## src/rtl/serial_addsub.sv

```systemverilog
// serial_addsub
// -----------------------------------------------------------------------------
// Bit-serial adder/subtractor. Two WIDTH-bit operands are latched on an
// accepted start and processed one bit per clock, LSB first, through a
// single carry flip-flop. Subtraction is a + ~b + ~c_in, so c_out = 1 means
// "no borrow".
//
// Handshake: start is sampled only in IDLE or DONE. busy is high while bits
// are processed. done is a one-cycle pulse in the cycle the result becomes
// valid. busy and done are never high together. Holding start high in DONE
// chains the next operation with no idle gap.
//
// Ports
//   clock      rising-edge clock
//   reset      synchronous, active-low reset
//   start      operation request
//   sub        0 = add, 1 = subtract (sampled with start)
//   c_in       carry-in / borrow-in (sampled with start)
//   a, b       operands (sampled with start)
//   busy       high while bits are being processed
//   done       one-cycle result-valid pulse
//   sum        parallel result, held until the next accepted start
//   c_out      final carry (subtract: 1 = no borrow)
//   ovf        signed overflow
//   sum_bit    registered serial result bit from the latest RUN edge
//   dbg_state  current FSM state (0 IDLE, 1 RUN, 2 DONE)
// -----------------------------------------------------------------------------
module serial_addsub #(
  parameter int WIDTH = 8
) (
  input  logic             clock,
  input  logic             reset,
  input  logic             start,
  input  logic             sub,
  input  logic             c_in,
  input  logic [WIDTH-1:0] a,
  input  logic [WIDTH-1:0] b,
  output logic             busy,
  output logic             done,
  output logic [WIDTH-1:0] sum,
  output logic             c_out,
  output logic             ovf,
  output logic             sum_bit,
  output logic [1:0]       dbg_state
);

  localparam int CW = (WIDTH > 1) ? $clog2(WIDTH) : 1;
  localparam logic [CW-1:0] LAST = CW'(WIDTH - 1);

  typedef enum logic [1:0] {
    S_IDLE = 2'd0,
    S_RUN  = 2'd1,
    S_DONE = 2'd2
  } state_t;

  state_t           r_state;
  state_t           w_next;

  logic [WIDTH-1:0] r_a;
  logic [WIDTH-1:0] r_b;
  logic [WIDTH-1:0] r_res;
  logic [CW-1:0]    r_cnt;
  logic             r_carry;
  logic [WIDTH-1:0] r_sum;
  logic             r_c_out;
  logic             r_ovf;
  logic             r_sum_bit;

  logic             w_accept;
  logic             w_last;
  logic             w_s;
  logic             w_cy;

  // A new operation can only be taken while no bits are in flight.
  assign w_accept = start && ((r_state == S_IDLE) || (r_state == S_DONE));
  assign w_last   = (r_state == S_RUN) && (r_cnt == LAST);

  // Full adder on the current LSBs.
  assign w_s  = r_a[0] ^ r_b[0] ^ r_carry;
  assign w_cy = (r_a[0] & r_b[0]) | (r_a[0] & r_carry) | (r_b[0] & r_carry);

  // State register.
  always_ff @(posedge clock) begin
    if (!reset) begin
      r_state <= S_IDLE;
    end else begin
      r_state <= w_next;
    end
  end

  // Next-state logic.
  always_comb begin
    w_next = r_state;
    case (r_state)
      S_IDLE:  if (start) w_next = S_RUN;
      S_RUN:   if (w_last) w_next = S_DONE;
      S_DONE:  w_next = start ? S_RUN : S_IDLE;
      default: w_next = S_IDLE;
    endcase
  end

  // Datapath.
  always_ff @(posedge clock) begin
    if (!reset) begin
      r_a       <= '0;
      r_b       <= '0;
      r_res     <= '0;
      r_cnt     <= '0;
      r_carry   <= 1'b0;
      r_sum     <= '0;
      r_c_out   <= 1'b0;
      r_ovf     <= 1'b0;
      r_sum_bit <= 1'b0;
    end else if (w_accept) begin
      r_a     <= a;
      r_b     <= sub ? ~b : b;
      r_carry <= c_in ^ sub;
      r_cnt   <= '0;
      r_res   <= '0;
    end else if (r_state == S_RUN) begin
      r_a       <= r_a >> 1;
      r_b       <= r_b >> 1;
      r_carry   <= w_cy;
      r_res     <= {w_s, r_res[WIDTH-1:1]};
      r_cnt     <= r_cnt + 1'b1;
      r_sum_bit <= w_s;
      if (w_last) begin
        // On the MSB edge r_carry is the carry into the MSB and w_cy the
        // carry out of it; their XOR is signed overflow.
        r_sum   <= {w_s, r_res[WIDTH-1:1]};
        r_c_out <= w_cy;
        r_ovf   <= r_carry ^ w_cy;
      end
    end
  end

  assign busy      = (r_state == S_RUN);
  assign done      = (r_state == S_DONE);
  assign sum       = r_sum;
  assign c_out     = r_c_out;
  assign ovf       = r_ovf;
  assign sum_bit   = r_sum_bit;
  assign dbg_state = r_state;

endmodule
```

## config.mk

```make
export PLATFORM = sky130hd
export DESIGN_NAME = serial_addsub
export DESIGN_NICKNAME = d
export VERILOG_FILES = /design/src/rtl/serial_addsub.sv
export SDC_FILE = /design/constraint.sdc
export NUM_CORES = 1
export LEC_CHECK = 0
export CORE_ASPECT_RATIO = 0.8
export CORE_MARGIN = 3
export CORE_UTILIZATION = 49
export DETAILED_ROUTE_END_ITERATION = 10
export PLACE_DENSITY = 0.75
export SYNTH_ARGS = -nofsm -noshare
export SYNTH_HDL_FRONTEND = slang
export SYNTH_SLANG_ARGS = --single-unit
```

## constraint.sdc

```tcl
create_clock -name clock -period 1.7 [get_ports clock]
set_clock_uncertainty 0.2 [all_clocks]
set_input_delay 0.34 -clock clock [delete_from_list [all_inputs] [get_ports clock]]
set_output_delay 0.34 -clock clock [all_outputs]
set_load 0.01 [all_outputs]
```

==> results.py <==
metrics = {
    "run_status": {
        "status": "finished clean",
    },
    "timing": {
        "worst_slew_pin_slew_ns": 0.287,
        "finalMaxSlewViolations": 0,
        "period_needed_ns": 1.62,
        "rsz0062_at_grt": "false",
        "finalHoldViolCount": 0,
        "setup_viol": 0,
        "clock.fmax_ghz": 0.616,
        "tns_ns": 0,
        "slew_headroom_pct": 80.8,
        "period_share_pct": 95.5,
        "holdWs_ns": 0.248,
    },
    "place": {
        "dp_hpwl_um": 2480,
        "port_buffers": 35,
        "dpl.cell_count": 262,
        "gp_congestion": 0.811,
    },
    "clock_network": {
        "clock_path_buffers": 2,
        "cts_num_sinks": 40,
        "cts_made_buffers": 5,
        "insertion_delay_ns": 0.28,
        "cts-root-buf": "clkbuf_8",
        "cts-htree-levels": 2,
        "holdBufCountCts": 0,
        "cts.clk_slew.worst_paths_ns": 0.07,
        "cts_tree": "done",
    },
    "finish": {
        "n_antenna_cell": 0,
        "area.growth.synth_to_final_pct": 29.6,
        "num-nets-final": 255,
        "seq_area_um2": 802,
        "fin_cells": 271,
        "multiInputGateArea_um2": 797,
        "drive_above_1_share_pct": 8.66,
        "fillers": 263,
    },
    "global_route": {
        "grt_max_degree": 29,
        "grt_pass1_wl_um": 5790,
        "first_global_vias": 1324,
        "grt.overflow.total": 0,
        "track_usage_pct": 17.7,
        "antenna_found_initial": 0,
    },
    "power": {
        "power.share.clock_pct": 31.1,
        "p_int_mw": 1.40,
        "leakage_nw": 0.947,
        "p_sw_mw": 0.466,
        "p_per_area_nw_per_um2": 858,
        "p_sw_share_pct": 25.0,
        "p_seq_share_pct": 54.3,
        "power_frac_comb_pct": 14.6,
        "ir_worst_vdd_mv": 0.601,
    },
    "logic_synthesis": {
        "yosysSeqAreaShare_pct": 47.8,
        "synth_simple_gate_area_share_pct": 20.5,
        "synth_top_family_by_area": "simple AND/OR/NAND/NOR gates",
        "ys_warn_count": 0,
        "synth_mux_area_share_pct": 0,
        "synthAdderAreaFrac_pct": 2.69,
        "synth_cells": 191,
        "synth_compound_area_share_pct": 18.0,
        "syn_nets": 215,
        "postSynthAreaPerCell_um2": 8.78,
        "synthXorXnorAreaFrac_pct": 5.75,
        "yosysUniqueCellTypes": 28,
        "synth_seq_cells": 40,
        "syn-cell-area_um2": 1680,
    },
    "critical_path": {
        "path_max_fanout": 6,
        "crit_required_ns": 1.68,
        "end_kind": "flip-flop",
        "crit_path_start_kind": "flip-flop",
        "critical_path_arrival_ns": 1.61,
        "critPathKind": "reg -> reg",
    },
    "hold_path": {
        "hp-class": "reg -> reg",
    },
    "drt": {
        "first_iter_violations": 63,
        "vias": 1459,
        "vias_per_cell": 5.38,
        "firstDrtPassIters": 4,
        "ant_nets": 0,
        "drc": 0,
        "wirelength_um": 3580,
        "wl_per_cell_um": 13.2,
    },
    "floorplanning": {
        "die_area_um2": 4160,
        "io_pins": 36,
        "die_h_um": 58.3,
        "core_area_um2": 3180,
        "rows": 18,
        "initial_core_util_pct": 52.8,
        "fp.dieW_um": 71.4,
    },
    "run": {
        "drv_cap": 0,
    },
}
-- path summary, 6_finish.rpt --
check                start  endpoint  slack [ns]  depth (start not counted)
setup / recovery  r_cnt[0]       ovf        0.08                          5
hold / removal      sum[7]    sum[7]        0.25                          2
setup reg to reg  r_cnt[0]       ovf        0.08                          5
hold reg to reg     sum[7]    sum[7]        0.25                          2
-- power groups by stage --
stage	clock (mW)	sequential, mW	combinational, mW
2_1_floorplan	0	1.03	0.171
3_3_place_gp	0	1.03	0.267
3_5_place_dp	0	1.03	0.275
4_1_cts	0.591	1.01	0.273
5_1_grt	0.637	1.02	0.301
6_report	0.580	1.01	0.272
-- placed cells by master (no fill, tap or decap), drive strengths merged --
cell type	instances
inv	1
a21boi	14
dlygate4sd2	8
nand3b	1
nand3	4
o211a	1
a22oi	2
buf	10
xor2	9
nor2b	2
ha	2
o21ai	4
clkdlybuf4s15	1
dlymetal6s2s	6
clkbuf	6
nor3	10
clkdlybuf4s50	20
o221ai	10
and2	2
nand2	47
clkinv	1
nor2	11
dfxtp	40
fa	1
and3b	2
a31oi	3
nand2b	2
xnor2	2
a21oi	9
-- cell usage after synthesis --
cell / number / area (um2)
a21boi_0: 12 / 90.1
a21boi_1: 2 / 15.0
a21oi_1: 9 / 45.0
a22oi_1: 2 / 15.0
a31oi_1: 3 / 18.8
and2_1: 2 / 12.5
and3b_1: 1 / 8.76
buf_2: 2 / 10.0
buf_4: 7 / 52.6
buf_6: 1 / 11.3
clkbuf_1: 3 / 11.3
dfxtp_1: 40 / 801
fa_1: 1 / 20.0
ha_1: 2 / 25.0
inv_2: 1 / 3.75
nand2_1: 46 / 173
nand2_2: 1 / 6.26
nand2b_1: 2 / 12.5
nand3_1: 4 / 20.0
nand3b_1: 1 / 7.51
nor2_1: 11 / 41.3
nor2b_1: 2 / 12.5
nor3_1: 10 / 50.1
o211a_1: 1 / 10.0
o21ai_0: 4 / 20.0
o221ai_1: 10 / 87.6
xnor2_1: 2 / 17.5
xor2_1: 9 / 78.8
-- routing by layer --
metal | share of wire [%] | track usage [%]
met1 | 45 | 21.2
met2 | 48 | 29.1
met3 | 5.9 | 6.66
met4 | 0.92 | 6.70
met5 | 0 | 0
-- cell families (layout without fill, tap and decap cells) --
family                     Yosys count  after routing
and+or+nand+nor                     80             81
adders and majority gates            3              3
xor gates and xnor gates            11             11
DFF                                 40             40
buffers and inverters               14             53
AOI/OAI and AO/OA                   43             43
-- registers in the layout, indices dropped and copies added (netlist names) --
register and flops:
r_carry 1, r_b 8, c_out 1, sum_bit 1
r_cnt 3, dbg_state 2, r_res 7, r_a 8
sum 8, ovf 1
-- cell type report --
class / count / share of cell area [%]
Sequential cell: 40 / 36.9
Multi-Input combinational cell: 138 / 36.7
Timing Repair Buffer: 45 / 20.4
Clock buffer: 6 / 3.34
Tap cell: 40 / 2.30
Clock inverter: 1 / 0.230
Inverter: 1 / 0.173
-- timing repair --
| item | in CTS | in global routing |
|---|---|---|
| resized for setup | 10 | 8 |
| setup endpoints to repair | 10 | 14 |
| buffers inserted | 0 | 1 |
| cloned | 0 | 1 |
| pin swaps | 0 | 2 |
-- stage by stage --
step                area [um2]  power [mW]  utilization [%]  worst slack [ns]
floorplan                 1680        1.20                -             0.184
global placement          2070        1.30             65.2            0.0421
detailed placement        2070        1.31             65.2            0.0261
CTS                       2140        1.88             67.4         0.0000696
global route              2170        1.95             68.4          0.000477
finish                    2170        1.86             68.4            0.0766
-- critical path: stages (launching register included) --
cell,delay [ns]
dfxtp_1,0.36
ha_1,0.17
ha_1,0.22
and3b_1,0.34
nand2_1,0.09
o211a_1,0.13
Note: power is estimated with default switching activity, not from simulation.
